--- config.mk ---
export PLATFORM = sky130hd
export DESIGN_NAME = mem_stage_lanes
export DESIGN_NICKNAME = d
export VERILOG_FILES = /design/src/rtl/mem_stage_lanes_pkg.sv /design/src/rtl/mem_stage_lanes_data_ram.sv /design/src/rtl/mem_stage_lanes.sv
export SDC_FILE = /design/constraint.sdc
export NUM_CORES = 2
export LEC_CHECK = 0
export ABC_AREA = 0
export CORE_ASPECT_RATIO = 1.1
export CORE_MARGIN = 2
export CORE_UTILIZATION = 63
export CTS_CLUSTER_DIAMETER = 50
export DETAILED_ROUTE_END_ITERATION = 10
export PLACE_DENSITY_LB_ADDON = 0.05
export SLEW_MARGIN = 5
export SYNTH_ARGS = -nofsm -noshare
export SYNTH_HDL_FRONTEND = slang
export SYNTH_HIERARCHICAL = 1
export SYNTH_SLANG_ARGS = --single-unit
--- constraint.sdc ---
create_clock -name i_clk -period 5.8 [get_ports i_clk]
set_input_delay 1.16 -clock i_clk [delete_from_list [all_inputs] [get_ports i_clk]]
set_output_delay 1.16 -clock i_clk [all_outputs]
set_load 0.005 [all_outputs]
--- src/rtl/mem_stage_lanes_pkg.sv ---
// ============================================================================
// Module : mem_stage_lanes_pkg
// Brief  : Shared access-size encodings, FSM states and lane-mask helper for
//          the MEM stage.
// Rev    : 1.0  initial release
// ============================================================================
`default_nettype none

package mem_stage_lanes_pkg;

    localparam logic [1:0] MEM_BYTE = 2'b00;
    localparam logic [1:0] MEM_HALF = 2'b01;
    localparam logic [1:0] MEM_WORD = 2'b11;

    typedef enum logic [0:0] {
        ST_IDLE = 1'b0,
        ST_BUSY = 1'b1
    } mem_state_t;

    // Size 2'b10 falls into the word case on purpose.
    function automatic logic [3:0] lane_mask(input logic [1:0] size, input logic [1:0] off);
        case (size)
            MEM_BYTE: return 4'b0001 << off;
            MEM_HALF: return off[1] ? 4'b1100 : 4'b0011;
            default:  return 4'b1111;
        endcase
    endfunction

endpackage

`default_nettype wire

--- src/rtl/mem_stage_lanes_data_ram.sv ---
// ============================================================================
// Module : data_ram_bytelane
// Brief  : 32-bit word RAM, per-byte write enables, async read plus an async
//          debug read port.
// Rev    : 1.0  initial release
// ============================================================================
`default_nettype none

module data_ram_bytelane #(
    parameter int WORD_AW = 6
) (
    input  logic               i_clk,
    input  logic [3:0]         i_we,
    input  logic [WORD_AW-1:0] i_addr,
    input  logic [31:0]        i_wdata,
    output logic [31:0]        o_rdata,
    input  logic [WORD_AW-1:0] i_dbg_addr,
    output logic [31:0]        o_dbg_data
);

    logic [31:0] r_mem [0:(1<<WORD_AW)-1];

    always_ff @(posedge i_clk) begin
        for (int i = 0; i < 4; i++) begin
            if (i_we[i]) begin
                r_mem[i_addr][8*i +: 8] <= i_wdata[8*i +: 8];
            end
        end
    end

    assign o_rdata    = r_mem[i_addr];
    assign o_dbg_data = r_mem[i_dbg_addr];

endmodule

`default_nettype wire

--- src/rtl/mem_stage_lanes.sv ---
// ============================================================================
// Module : mem_stage_lanes
// Brief  : MIPS MEM stage: byte-lane stores, extending loads, misalign flag,
//          configurable access latency with stall, debug read while halted.
// Rev    : 1.0  initial release
// ============================================================================
`default_nettype none

module mem_stage_lanes
    import mem_stage_lanes_pkg::*;
#(
    parameter int ADDR_WIDTH  = 8,
    parameter int MEM_LATENCY = 0,
    parameter int REG_ADDR_W  = 5
) (
    input  logic                  i_clk,
    input  logic                  i_reset,
    input  logic                  i_halt,
    input  logic [31:0]           i_alu_result,
    input  logic [31:0]           i_store_data,
    input  logic [REG_ADDR_W-1:0] i_write_reg,
    input  logic                  i_wb_write,
    input  logic                  i_wb_mem_to_reg,
    input  logic                  i_mem_read,
    input  logic                  i_mem_write,
    input  logic                  i_mem_unsigned,
    input  logic [1:0]            i_mem_size,
    output logic                  o_stall,
    output logic                  o_misaligned,
    output logic                  o_wb_write,
    output logic                  o_wb_mem_to_reg,
    output logic [31:0]           o_alu_result,
    output logic [31:0]           o_read_data,
    output logic [REG_ADDR_W-1:0] o_write_reg,
    input  logic [ADDR_WIDTH-1:0] i_dbg_addr,
    output logic [31:0]           o_dbg_data
);

    localparam int              CNT_W = (MEM_LATENCY > 0) ? $clog2(MEM_LATENCY + 1) : 1;
    localparam logic [CNT_W-1:0] C_LAT = CNT_W'(MEM_LATENCY);

    mem_state_t              r_state;
    logic [CNT_W-1:0]        r_cnt;
    logic                    r_misaligned;
    logic                    r_wb_write;
    logic                    r_wb_mem_to_reg;
    logic [31:0]             r_alu_result;
    logic [31:0]             r_read_data;
    logic [REG_ADDR_W-1:0]   r_write_reg;

    logic [1:0]  w_off;
    logic        w_access;
    logic        w_misaligned;
    logic        w_mem_op;
    logic        w_stall;
    logic        w_capture;
    logic [3:0]  w_we;
    logic [31:0] w_wdata;
    logic [31:0] w_rdata;
    logic [7:0]  w_byte;
    logic [15:0] w_half;
    logic [31:0] w_load_data;
    logic        w_unused_dbg;

    assign w_off        = i_alu_result[1:0];
    assign w_access     = (i_mem_read | i_mem_write) & ~i_halt;
    assign w_misaligned = w_access &
                          (((i_mem_size == MEM_HALF) & w_off[0]) |
                           (i_mem_size[1] & (w_off != 2'b00)));
    assign w_mem_op     = w_access & ~w_misaligned;

    always_comb begin
        w_stall = 1'b0;
        if (MEM_LATENCY > 0 && !i_halt) begin
            case (r_state)
                ST_IDLE: w_stall = w_mem_op;
                ST_BUSY: w_stall = (r_cnt < C_LAT);
                default: w_stall = 1'b0;
            endcase
        end
    end

    // The write lands on the same edge that MEM/WB captures the instruction.
    assign w_capture = ~i_halt & ~w_stall;
    assign w_we      = (w_capture & i_mem_write & ~w_misaligned)
                       ? lane_mask(i_mem_size, w_off) : 4'b0000;

    always_comb begin
        case (i_mem_size)
            MEM_BYTE: w_wdata = {4{i_store_data[7:0]}};
            MEM_HALF: w_wdata = {2{i_store_data[15:0]}};
            default:  w_wdata = i_store_data;
        endcase
    end

    data_ram_bytelane #(
        .WORD_AW (ADDR_WIDTH - 2)
    ) u_ram (
        .i_clk      (i_clk),
        .i_we       (w_we),
        .i_addr     (i_alu_result[ADDR_WIDTH-1:2]),
        .i_wdata    (w_wdata),
        .o_rdata    (w_rdata),
        .i_dbg_addr (i_dbg_addr[ADDR_WIDTH-1:2]),
        .o_dbg_data (o_dbg_data)
    );

    assign w_unused_dbg = ^i_dbg_addr[1:0];

    assign w_byte = w_rdata[{w_off, 3'b000} +: 8];
    assign w_half = w_off[1] ? w_rdata[31:16] : w_rdata[15:0];

    always_comb begin
        case (i_mem_size)
            MEM_BYTE: w_load_data = {{24{~i_mem_unsigned & w_byte[7]}}, w_byte};
            MEM_HALF: w_load_data = {{16{~i_mem_unsigned & w_half[15]}}, w_half};
            default:  w_load_data = w_rdata;
        endcase
    end

    always_ff @(posedge i_clk) begin
        if (i_reset) begin
            r_state         <= ST_IDLE;
            r_cnt           <= '0;
            r_misaligned    <= 1'b0;
            r_wb_write      <= 1'b0;
            r_wb_mem_to_reg <= 1'b0;
            r_alu_result    <= '0;
            r_read_data     <= '0;
            r_write_reg     <= '0;
        end else if (!i_halt) begin
            case (r_state)
                ST_IDLE: begin
                    if (w_stall) begin
                        r_state <= ST_BUSY;
                        r_cnt   <= CNT_W'(1);
                    end
                end
                ST_BUSY: begin
                    if (r_cnt < C_LAT) begin
                        r_cnt <= r_cnt + 1'b1;
                    end else begin
                        r_state <= ST_IDLE;
                        r_cnt   <= '0;
                    end
                end
                default: r_state <= ST_IDLE;
            endcase

            // A stalled cycle hands a bubble to MEM/WB.
            if (w_stall) begin
                r_misaligned    <= 1'b0;
                r_wb_write      <= 1'b0;
                r_wb_mem_to_reg <= 1'b0;
                r_alu_result    <= '0;
                r_read_data     <= '0;
                r_write_reg     <= '0;
            end else begin
                r_misaligned    <= w_misaligned;
                r_wb_write      <= i_wb_write & ~w_misaligned;
                r_wb_mem_to_reg <= i_wb_mem_to_reg;
                r_alu_result    <= i_alu_result;
                r_read_data     <= (i_mem_read & ~w_misaligned) ? w_load_data : '0;
                r_write_reg     <= i_write_reg;
            end
        end
    end

    assign o_stall         = w_stall;
    assign o_misaligned    = r_misaligned;
    assign o_wb_write      = r_wb_write;
    assign o_wb_mem_to_reg = r_wb_mem_to_reg;
    assign o_alu_result    = r_alu_result;
    assign o_read_data     = r_read_data;
    assign o_write_reg     = r_write_reg;

endmodule

`default_nettype wire

==> results.tsv <==
stage	metric	value	unit
setup_path	critical path type	input pin to output pin	
yosys	syn nets	5873	
sta	Final Max Tran Viols	0	
global_route	grt ovf	0	
yosys	simple-gate area share of the yosys netlist	3.67	%
yosys	Cell variety after synth	75	
sta	Worst Slack Setup Final	0.245	ns
yosys	Yosys warning count	6	
yosys	Post-Syn Instances	5786	
setup_path	Worst setup SP type	input pin	
sta	Slew headroom	9.29	%
power_and_ir_drop	Power Total	34.4	mW
global_route	first-pass GRT wire length	493000	um
clock_network	cts hold-fix bufs	0	
placed_design	pre-CTS WS	0.337	ns
cells_and_area	most flop-heavy register	u_ram/r_mem	
route	ANT nets after route	0	
global_route	initial antenna violation count	33	
yosys	Post-Synth Adder-Cell Area	0	%
setup_path	worst endpoint data arrival time	4.40	ns
power_and_ir_drop	pwr dens	305	mW/mm2
route	routed via count	67400	
power_and_ir_drop	Static Leak	36.4	nW
sta	WHS	0.469	ns
cells_and_area	layout net count	6264	
cells_and_area	Layout Utilization	72.2	%
cells_and_area	Final Instance Area	0.113	mm2
clock_network	total CTS buffers	208	
flow_run	Max-Cap Viols	0	
setup_path	R2R Path End	o_read_data[14]	
clock_network	clk sinks	2120	
setup_path	required time of the critical path	4.64	ns
cells_and_area	Layout area overhead	13.9	%
setup_path	R2R cell count	8	
cells_and_area	filler-free cell count of the finished design	8463	
route	DR vias/cell	7.96	
floorplanning	die height	420	um
outcome	status	complete, no violations	
yosys	EDFF count, synth	2048	
placed_design	Placed Area	0.106	mm2
yosys	Synth Area in Compound Gates	7.76	%
global_route	pin count of the biggest net entering global routing	72	
clock_network	root buf cell	clkbuf_16	
yosys	synthesized area	0.0990	mm2
yosys	Post-Synth XOR/XNOR Area	0.0177	%
setup_path	CP Launch Point	i_dbg_addr[2]	
cells_and_area	FILL cells	9666	
placed_design	PortBufs	188	
route	DRC violation count after routing	0	
clock_network	clock latency at the later pin of the worst-skew pair	0.87	ns
placed_design	Detail Placement HPWL	236000	um
clock_network	quantity of gates resized following cts	0	
sta	period utilization	95.8	%
sta	RSZ-0062 raised after global routing	false	
sta	Fmax	180	MHz
clock_network	clock slew at reported path FFs	0.06	ns
floorplanning	Die W	382	um
route	drt initial violations	13000	
sta	Final Hold Viols	0	
sta	minimum clock period	5.56	ns
cells_and_area	max FFs per register	2048	
yosys	Most used DFF post-synth	edfxtp_1	
worst_hold_path	hold depth	2	
sta	Least-Margin Pin Slew	1.36	ns
floorplanning	FP Rows	152	
clock_network	CTS tree	built	
yosys	post-synthesis sequential element count	2120	
cells_and_area	layout cells sized above 1	28.6	%
clock_network	post-CTS setup buffer count	0	
sta	Fin Clk Skew	0.0234	ns
setup_path	Crit. End Element	output pin	
yosys	post-synthesis area per instance	17.1	um2
route	Avg WL per Cell	42.4	um
yosys	mux share of post-synthesis cell area	22.4	%
clock_network	CTS H-tree lvls	4	
sta	TNS Setup	0	ns
power_and_ir_drop	worst vdd ir	0.000287	V
yosys	Async SR Flop Fraction	0	%
route	DRT Pass-1 Iters	9	
setup_path	RR Startpoint	u_ram/r_mem[14][23]	
setup_path	crit path to	o_dbg_data[7]	
route	final WL	359000	um
setup_path	Max FO, Critical Path	26	
placed_design	Placed Cells	8045	
clock_network	CTS Buffer Depth	3	
yosys	largest family of logic cells by synthesized area	multiplexers	
placed_design	Final GP Congestion	0.979	
global_route	vias in the first global route	64000	
worst_hold_path	HP Class	flop to flop	
floorplanning	io pins	192	
setup_path	R2R setup slack	2.03	ns
yosys	register area share after synthesis	63.5	%
floorplanning	Initial Utilization	63.4	%
floorplanning	die footprint	0.160	mm2
global_route	GR Util All Layers	44.8	%
floorplanning	core area	0.156	mm2
sta	final setup fails	0	
layer usage:
| layer | track usage (%) | vias up | wire (um) |
|---|---|---|---|
| met1 | 58.3 | 33900 | 117000 |
| li1 | - | 25200 | - |
| met3 | 16.4 | 1374 | 59700 |
| met5 | 0 | - | 118 |
| met2 | 64.6 | 6811 | 157000 |
| met4 | 27.4 | 18 | 25300 |
synthesized netlist by cell type (all sizes together) (26+ instances only):
| library cell | instances | area share, % |
|---|---|---|
| nor3 | 26 | 0.15 |
| nor2 | 441 | 1.7 |
| mux4 | 748 | 17 |
| edfxtp | 2048 | 62 |
| mux2i | 335 | 3.4 |
| a221o | 26 | 0.26 |
| o21ai | 126 | 0.65 |
| a22oi | 164 | 1.2 |
| nand2 | 233 | 0.88 |
| a21oi | 130 | 0.66 |
| nor2b | 35 | 0.22 |
| nand2b | 27 | 0.17 |
| o22ai | 128 | 0.81 |
| mux2 | 180 | 2.1 |
| dfxtp | 72 | 1.5 |
| buf | 324 | 1.8 |
| clkbuf | 181 | 0.69 |
| a221oi | 276 | 2.4 |
| a22o | 58 | 0.51 |
worst max-delay path, cell delays in order:
cell and delay (ns):
buf_8 0.33, buf_4 0.30, mux4_2 0.50, nor2b_1 0.14, a211oi_1 0.56, a21oi_1 0.08
o22ai_1 0.43, nor3_1 0.12, buf_4 0.21, clkdlybuf4s50_1 0.46
layout by cell type, fill, tap and decap left out, types with 11 or more instances in the layout:
master           Yosys  routed
a211oi_1            17      17
a21oi_1            129     129
a221o_1             26      26
a221oi_1           276     276
a222oi_1            19      19
a22o_1              58      58
a22oi_1            164     164
buf_12               0      59
buf_2              193      12
buf_4               55     439
bufinv_16            0      27
clkbuf_1           181      29
clkbuf_16            0     215
clkdlybuf4s50_1      0     168
clkinv_1             2      51
clkinv_2             0      44
dfxtp_1             72      72
diode_2              0      29
edfxtp_1          2048    2048
inv_6                0      11
mux2_2             178     178
mux2i_1            335     335
mux4_2             748     748
nand2_1            233     225
nand2b_1            27      25
nand3_1             11      11
nand4_1             13      13
nor2_1             440     430
nor2b_1             35      25
nor3_1              24      22
o2111ai_1           11      11
o211ai_1            17      17
o21ai_0            124     116
o221ai_1            20      20
o22a_1              13      13
o22ai_1            128     128
o2bb2ai_1           13      13
cell type report:
class | instances | area [um2] | area share, %
Multi-Input combinational cell | 3154 | 33900 | 30.0
Inverter | 7 | 37.5 | 0.0333
Sequential cell | 2120 | 62900 | 55.8
Timing Repair Buffer | 686 | 6350 | 5.63
Clock inverter | 143 | 1400 | 1.24
Antenna cell | 29 | 72.6 | 0.0644
Tap cell | 2079 | 2600 | 2.31
Clock buffer | 245 | 5500 | 4.88
power by group:
part           internal, mW  switching, mW  total [mW]
combinational          1.29           2.38        3.67
clock                  7.95           5.84        13.8
sequential             16.9         0.0209        16.9
total                  26.2           8.25        34.4
how the worst min path moves through the flow:
stage,slack (ns),endpoint,startpoint
after floorplan,0.44,o_read_data[15],o_read_data[15]
after global placement,0.46,o_read_data[15],o_read_data[15]
after detailed placement,0.46,o_read_data[15],o_read_data[15]
after CTS,0.47,o_read_data[15],o_read_data[15]
after global routing,0.49,o_read_data[29],o_read_data[29]
final,0.47,o_read_data[15],o_read_data[15]
cells by family (layout without fill, tap and decap cells):
family          Yosys count  after routing
compound gates         1046           1046
xor+xnor                  2              2
buf+inv                 512           1081
flops                  2120           2120
mux                    1263           1263
other cells               1             30
simple gates            842            842
Power figures use the tool's default switching activity.
